`src/rtl/link_ddr_pkg.sv`:
```
// Shared types and width helpers for the DDR link transmit path.
package link_ddr_pkg;

    localparam int CH_W_DEF   = 8;
    localparam int CORE_W_DEF = 32;

    function automatic int beats_of(input int core_w, input int ch_w);
        return core_w / ch_w;
    endfunction

    // One flit is two beats, i.e. one receiver buffer entry.
    function automatic int flits_of(input int core_w, input int ch_w);
        return core_w / (2 * ch_w);
    endfunction

    typedef enum logic {
        IDLE = 1'b0,
        SEND = 1'b1
    } tx_state_e;

endpackage

```
`src/rtl/link_token_credit_counter.sv`:
```
// Receiver credit tracking: token toggle detect, reserve on accept, saturate with sticky error.
module link_token_credit_counter #(
    parameter int CREDITS     = 16,
    parameter int TOKEN_FLITS = 4,
    parameter int FLITS       = 2,
    parameter int CW          = $clog2(CREDITS + 1)
) (
    input  logic          clk,
    input  logic          rst,
    input  logic          io_token_i,
    input  logic          consume_i,
    output logic [CW-1:0] credit_o,
    output logic          credit_ok_o,
    output logic          credit_err_o
);

    localparam logic [CW:0] CREDITS_W = (CW + 1)'(CREDITS);
    localparam logic [CW:0] TOKEN_W   = (CW + 1)'(TOKEN_FLITS);
    localparam logic [CW:0] FLITS_W   = (CW + 1)'(FLITS);

    logic        tok_q;
    logic        token_ret;
    logic [CW:0] credit_sum;

    // Add the return before the subtract so the intermediate never wraps.
    always_comb begin
        token_ret  = io_token_i != tok_q;
        credit_sum = {1'b0, credit_o} + (token_ret ? TOKEN_W : '0) - (consume_i ? FLITS_W : '0);
    end

    assign credit_ok_o = credit_o >= CW'(FLITS);

    always_ff @(posedge clk) begin
        tok_q <= io_token_i;
        if (rst) begin
            credit_o     <= CW'(CREDITS);
            credit_err_o <= 1'b0;
        end else if (credit_sum > CREDITS_W) begin
            credit_o     <= CW'(CREDITS);
            credit_err_o <= 1'b1;
        end else begin
            credit_o <= credit_sum[CW-1:0];
        end
    end

endmodule

```
`src/rtl/link_ddr_upstream_tx.sv`:
```
// DDR link transmit end: serializes core words into LSB-first channel beats under receiver credit.
//   state | meaning
//   IDLE  | no word in flight, io_valid_o low
//   SEND  | beat 'beat' of the current word is on io_data_o
module link_ddr_upstream_tx
    import link_ddr_pkg::*;
#(
    parameter int CORE_W      = CORE_W_DEF,
    parameter int CH_W        = CH_W_DEF,
    parameter int CREDITS     = 16,
    parameter int TOKEN_FLITS = 4,
    localparam int CW         = $clog2(CREDITS + 1)
) (
    input  logic              clk,
    input  logic              rst,
    input  logic [CORE_W-1:0] core_data_i,
    input  logic              core_valid_i,
    output logic              core_ready_o,
    output logic [CH_W-1:0]   io_data_o,
    output logic              io_valid_o,
    input  logic              io_token_i,
    output logic [CW-1:0]     credit_o,
    output logic              credit_err_o,
    output logic              busy_o
);

    localparam int BEATS = beats_of(CORE_W, CH_W);
    localparam int FLITS = flits_of(CORE_W, CH_W);
    localparam int BW    = (BEATS > 1) ? $clog2(BEATS) : 1;
    localparam logic [BW-1:0] LAST_BEAT = BW'(BEATS - 1);

    tx_state_e         state;
    logic [BW-1:0]     beat;
    logic [CORE_W-1:0] shift_reg;
    logic              credit_ok;
    logic              accept;

    assign core_ready_o = !rst && credit_ok &&
                          (state == IDLE || (state == SEND && beat == LAST_BEAT));
    assign accept       = core_valid_i && core_ready_o;
    assign busy_o       = state == SEND;

    link_token_credit_counter #(
        .CREDITS     (CREDITS),
        .TOKEN_FLITS (TOKEN_FLITS),
        .FLITS       (FLITS),
        .CW          (CW)
    ) u_credit (
        .clk          (clk),
        .rst          (rst),
        .io_token_i   (io_token_i),
        .consume_i    (accept),
        .credit_o     (credit_o),
        .credit_ok_o  (credit_ok),
        .credit_err_o (credit_err_o)
    );

    // Beat 0 is launched straight from core_data_i so it appears the cycle after acceptance.
    always_ff @(posedge clk) begin
        if (rst) begin
            state      <= IDLE;
            beat       <= '0;
            shift_reg  <= '0;
            io_valid_o <= 1'b0;
            io_data_o  <= '0;
        end else if (accept) begin
            state      <= SEND;
            beat       <= '0;
            io_valid_o <= 1'b1;
            io_data_o  <= core_data_i[CH_W-1:0];
            shift_reg  <= core_data_i >> CH_W;
        end else begin
            case (state)
                SEND: begin
                    if (beat == LAST_BEAT) begin
                        state      <= IDLE;
                        beat       <= '0;
                        io_valid_o <= 1'b0;
                    end else begin
                        beat      <= beat + BW'(1);
                        io_data_o <= shift_reg[CH_W-1:0];
                        shift_reg <= shift_reg >> CH_W;
                    end
                end
                default: begin
                    io_valid_o <= 1'b0;
                end
            endcase
        end
    end

endmodule

```
`config.mk`:
```
export PLATFORM = sky130hd
export DESIGN_NAME = link_ddr_upstream_tx
export DESIGN_NICKNAME = d
export VERILOG_FILES = /design/src/rtl/link_ddr_pkg.sv /design/src/rtl/link_token_credit_counter.sv /design/src/rtl/link_ddr_upstream_tx.sv
export SDC_FILE = /design/constraint.sdc
export NUM_CORES = 1
export LEC_CHECK = 0
export CORE_ASPECT_RATIO = 0.75
export CORE_MARGIN = 1.5
export CORE_UTILIZATION = 51
export DETAILED_ROUTE_END_ITERATION = 8
export GPL_TIMING_DRIVEN = 0
export PLACE_DENSITY = 0.84
export SLEW_MARGIN = 15
export SYNTH_ARGS = -nofsm -noshare
export SYNTH_HDL_FRONTEND = slang
export SYNTH_HIERARCHICAL = 1
export SYNTH_SLANG_ARGS = --single-unit
export TNS_END_PERCENT = 100
```
`constraint.sdc`:
```
create_clock -name clk -period 5 [get_ports clk]
set_input_delay 1 -clock clk [delete_from_list [all_inputs] [get_ports clk]]
set_output_delay 1 -clock clk [all_outputs]
set_load 0.005 [all_outputs]
```
=== Word level (Yosys, flattened, before mapping) ===
Index checks and enable logic that the tools add are counted.

* Flip-flop bits (word level): 43
* Input port bits: 36
* Output and inout port bits: 17
* Logic and storage cells: 43

* $add $sub $neg: 3
* Order comparisons: 2
* Equality and inequality tests: 4
* Multiplexer cells: 15
* Bitwise operators: 1
* Reductions and logical operators: 10

{| class="wikitable"
|+ Operators with widths
! cell !! count
|-
| 2-to-1 mux 24 bit || 3
|-
| 2-to-1 mux 8 bit || 3
|-
| adder 5 x 6 -> 6 bit || 1
|-
| greater-than comparator 6 x 5 -> 1 bit, second input constant || 1
|-
| 2-to-1 mux 1 bit || 6
|-
| subtractor 6 bit || 1
|-
| greater-or-equal comparator 5 x 2 -> 1 bit, second input constant || 1
|-
| logical AND 1 bit || 4
|-
| 2-to-1 mux 2 bit || 2
|-
| OR reduction 2 bit || 2
|-
| 2-to-1 mux 3 bit || 1
|-
| != test 3 x 1 -> 1 bit, second input constant || 1
|-
| adder 2 x 1 -> 2 bit, second input constant || 1
|-
| == test 2 bit, second input constant || 1
|-
| != test 2 x 1 -> 1 bit, second input constant || 1
|-
| AND reduction 2 bit || 1
|-
| nonzero test 2 bit || 1
|-
| logical NOT 1 bit || 1
|-
| logical OR 1 bit || 1
|-
| != test 1 bit || 1
|-
| NOT 1 bit || 1
|}

=== Logic depth before layout (Yosys ltp) ===
* Depth after elaboration: 9
* Depth in mapped cells: 15
* Gate-level depth less buffers: 14

=== Modules after synthesis ===
Netlist, hierarchy kept.

{| class="wikitable"
|+ Modules (own cells, without submodules)
! module !! times used !! cells an instance !! area an instance (um2) !! sequential area each (um2)
|-
| link_ddr_upstream_tx || 1 || 188 || 1,495.2 || 720.7
|-
| link_token_credit_counter || 1 || 46 || 427.9 || 120.1
|}

=== Least setup slack after synthesis ===
Ideal clock, no wire load.

* Path kind: input port to flip-flop
* Start: input rst
* End: register u_credit.credit_o[4]
* Library setup time: 0.127 ns
* Arrival time: 2.983 ns
* Data required time: 4.873 ns
* Path slack: 1.890 ns
* Stages: 11
* Path buffers: 1
* Cell sequence: nand2b_1 -> buf_2 -> nor2_1 -> inv_1 -> ha_1 -> inv_1 -> fa_1 -> nand2b_1 -> a21oi_4 -> xnor2_1 -> or3_1

* Word-level cells in the longest chain between the ends: 8

{| class="wikitable"
|+ RTL lines
! item !! RTL line !! source
|-
| start: declaration || link_ddr_upstream_tx.sv:15 || <nowiki>input logic rst,</nowiki>
|-
| logical NOT 1 bit || link_ddr_upstream_tx.sv:38 || <nowiki>assign core_ready_o = !rst && credit_ok &&</nowiki>
|-
| logical AND 1 bit (2 in a row) || link_ddr_upstream_tx.sv:38 ||
|-
| logical AND 1 bit || link_ddr_upstream_tx.sv:40 || <nowiki>assign accept = core_valid_i && core_ready_o;</nowiki>
|-
| via accept || link_ddr_upstream_tx.sv:36 || <nowiki>logic accept;</nowiki>
|-
| 2-to-1 mux 2 bit || link_token_credit_counter.sv:28 || <nowiki>credit_sum = {1'b0, credit_o} + (token_ret ? TOKEN_W : '0) - (consume_i ? FLITS_W : '0);</nowiki>
|-
| subtractor 6 bit || link_token_credit_counter.sv:28 ||
|-
| via u_credit.credit_sum[1] || link_token_credit_counter.sv:23 || <nowiki>logic [CW:0] credit_sum;</nowiki>
|-
| greater-than comparator 6 x 5 -> 1 bit || link_token_credit_counter.sv:38 || <nowiki>end else if (credit_sum > CREDITS_W) begin</nowiki>
|-
| OR reduction 2 bit (no line) || -- ||
|-
| end signal: assignment || link_token_credit_counter.sv:36 || <nowiki>credit_o <= CW'(CREDITS);</nowiki>
|-
| end signal: assignment || link_token_credit_counter.sv:39 || <nowiki>credit_o <= CW'(CREDITS);</nowiki>
|-
| end signal: assignment || link_token_credit_counter.sv:42 || <nowiki>credit_o <= credit_sum[CW-1:0];</nowiki>
|-
| end: declaration || link_token_credit_counter.sv:12 || <nowiki>output logic [CW-1:0] credit_o,</nowiki>
|}

The timed path passes the listed nets, and every way through them passes these cells.
A chain may end at the register's enable or synchronous reset.

=== Worst setup path after layout ===
* Start: input core_valid_i
* End: register u_credit.credit_o[4]

* Word-level cells in the longest chain between the ends: 5

{| class="wikitable"
|+ RTL lines
! item !! RTL line !! source
|-
| start: declaration || link_ddr_upstream_tx.sv:17 || <nowiki>input logic core_valid_i,</nowiki>
|-
| logical AND 1 bit || link_ddr_upstream_tx.sv:40 ||
|-
| via accept || link_ddr_upstream_tx.sv:36 ||
|-
| 2-to-1 mux 2 bit || link_token_credit_counter.sv:28 ||
|-
| subtractor 6 bit || link_token_credit_counter.sv:28 ||
|-
| via u_credit.credit_sum[1] || link_token_credit_counter.sv:23 ||
|-
| greater-than comparator 6 x 5 -> 1 bit || link_token_credit_counter.sv:38 ||
|-
| OR reduction 2 bit (no line) || -- ||
|}

The timed path passes the listed nets, and every way through them passes these cells.

==> flow_summary.ini <==
[outcome]
status = complete, no violations

[clocking]
cts_sinks = 42
cts_made_buffers = 5
hold_buffers = 0
post_cts_resized = 0
path_clk_slew_ns = 0.08
cts_setup_buffers = 0
cts_root_buf = clkbuf_8
clock_latency_ns = 0.29
htree_levels = 2
tritoncts = yes
clockBufferDepth = 2

[yosys]
synth_cell_type_count = 32
yosys_register_bits = 42
synth_top_area_share_pct = 43.72
yosysWarnings = 6
synth-async-reset-ratio_pct = 0
synthCells = 234
syn_nets = 279
synthTopCellsByArea = dfxtp_1 44%, nand2_1 13%, a311oi_1 11%
post-synth-top-area-cell = dfxtp_1
yosysMostFrequentCell = nand2_1
synthFlopType = dfxtp_1
avgSynthCellArea_um2 = 8.218
syn_area_um2 = 1923
synth_common_cells = 66 x nand2_1, 42 x dfxtp_1, 28 x nor2_1, 24 x a311oi_1, 10 x a21oi_1
synth_edf_count = 0
synth_seq_area_share_pct = 43.72

[pwr]
power.internal_uw = 773.7
p_clk_share_pct = 21.2
p_comb_share_pct = 41.7
ir_drop_uv = 340.2
p_leak_uw = 0.001048
power.switching_uw = 420.0
switching_share_pct = 35.18
powerDensity_nw_per_um2 = 457.6
total_power_uw = 1194
seqPwrFrac_pct = 37.0

[critical_path]
crit_type = in2reg
crit_path_max_incr_delay_ns = 0.49
start_kind = primary input
cp.required_ns = 5.18
worst_path_dominant_cell_family = buffers and inverters
worstPathMaxFanout = 10
crit_path_end_kind = flop
crit_arrival_ns = 3.78
cpMostUsedCell = inv_1
cp_num_buf_inv = 4
critPathLaunch = core_valid_i
path_cells = clkdlybuf4s50_1, nand2_2, buf_1, nor2_1, inv_1, ha_1, inv_1, fa_1, nand2b_1, a21oi_4, xnor2_1, or3_1
cp_slowest_cell = clkdlybuf4s50_1
worstReg2RegStart = u_credit/credit_o[4]

[route]
wire_per_inst_um = 13.67
vias = 1848
drt-initial-drc-count = 137
vias_per_cell = 5.357
drt_wl_total_um = 4715
drc = 0
firstDrtPassIters = 6
ant_nets = 0

[sta]
fin_tns_setup_ns = 0
setup_viol = 0
hold_violations = 0
min_period_over_period_pct = 72.11
fin_skew_ns = 0.006652
finalMaxSlewViolations = 0
fmax_mhz = 277.4
rsz0062_at_grt = no
period_minus_slack_ns = 3.605

[die]
die_w_um = 73.91
start_util_pct = 52.87
ioPinCount = 53
die_area_um2 = 4152
num_rows = 19
core_um2 = 3637
chipHeight_um = 56.18

[run]
drv_cap = 0

[finish]
largest_reg_flops = 24
drive_gt1_share_pct = 7.850
nets = 337
area_growth_pct = 35.65
instances_no_fill = 345
diodes = 0

[global_routing]
grt_max_degree = 13
antenna_found_initial = 0
grt_pass1_wl_um = 7679
globalRouteTotalUtil_pct = 23.67
met1_usage_pct = 34.36
use_met2_pct = 35.84
met3_usage_pct = 5.616
grt_pass1_vias = 1686
grt_busiest_layer = met2
grt-ovfl-total = 0

[place]
dp.cells = 337
portBuffers = 51
place.gp.congestion = 0.8293
dp_hpwl_um = 3291

[hold_path]
hp-class = reg2reg
worstHoldStart = shift_reg[23]
-- placed cells by master, fill, tap and decap left out --
cell type and instances:
a311oi_1 24, nor3_1 2, inv_1 9, buf_2 8, o22ai_1 1, nand2_1 66
conb_1 1, xor2_1 2, o32ai_1 1, clkbuf_8 8, a211oi_1 1, clkbuf_1 5
nor2_1 28, ha_1 8, fa_1 1, a31o_2 1, nor4_1 3, buf_1 1
a21oi_1 10, clkdlybuf4s50_1 51, nand2b_1 3, buf_6 3, xnor2_1 3, nor2b_1 1
nor3b_1 1, a21oi_4 1, a221oi_1 1, dfxtp_1 42, or3_1 1, and2_1 1
nand2_2 1, a21o_1 1, mux2i_1 2, buf_4 1
-- layer usage --
layer / part of all wire (%) / vias to the layer above
met5: 0 / -
met4: 0.83 / 0
met2: 45 / 77
li1: - / 907
met3: 7.6 / 4
met1: 47 / 860
-- power groups by stage --
stage | sequential [uW] | clock, uW | combinational, uW
2_1_floorplan | 442 | 0 | 328
3_3_place_gp | 446 | 0 | 480
3_5_place_dp | 448 | 0 | 491
4_1_cts | 442 | 252 | 497
5_1_grt | 449 | 268 | 554
6_report | 442 | 253 | 498
-- logic make-up after synthesis --
logic type               synth area share, %
AO/OA/AOI/OAI                          16.85
XOR/XNOR                               2.278
flip-flops                             43.72
other                                 0.1950
adder cells (fa/ha/maj)                6.246
buffers and inverters                  7.157
multiplexers                           1.041
AND/OR/NAND/NOR                        22.51
-- worst reg2reg max path, stage by stage, from the launching register on --
cell      delay (ns)
dfxtp_1         0.43
inv_1           0.13
ha_1            0.20
o22ai_1         0.12
nand2_1         0.12
nand2_2         0.18
buf_1           0.37
nor2_1          0.08
inv_1           0.07
ha_1            0.17
inv_1           0.08
fa_1            0.45
nand2b_1        0.20
a21oi_4         0.16
xnor2_1         0.13
or3_1           0.36
-- stage by stage --
| step | hold slack (ns) | setup WS, ns | area, um2 | utilization [%] |
|---|---|---|---|---|
| after floorplan | 0.4367 | 1.890 | 1923 | - |
| after global placement | 0.4442 | 1.163 | 2499 | 68.70 |
| after detailed placement | 0.4493 | 1.087 | 2499 | 68.70 |
| after CTS | 0.4693 | 1.378 | 2609 | 71.72 |
| after global routing | 0.4885 | 1.179 | 2609 | 71.72 |
| final | 0.4707 | 1.395 | 2609 | 71.72 |
-- final cells by class --
| cell class | instances | area [um2] |
|---|---|---|
| fillers | 309 | 1028 |
| clock buffers | 8 | 110.1 |
| inverters | 9 | 33.78 |
| repair buffers | 51 | 510.5 |
| plain buffers | 18 | 103.9 |
| flip-flops and latches | 42 | 840.8 |
| multi-input cells | 165 | 944.7 |
| well taps | 52 | 65.06 |
-- worst paths after layout --
path	depth (start not counted)	to	slack (ns)
worst min register to register	2	shift_reg[23]	0.47
worst max register to register	15	u_credit/credit_o[4]	1.64
worst min-delay path	2	shift_reg[23]	0.47
worst max-delay path	12	u_credit/credit_o[4]	1.39
Power figures use the tool's default switching activity.
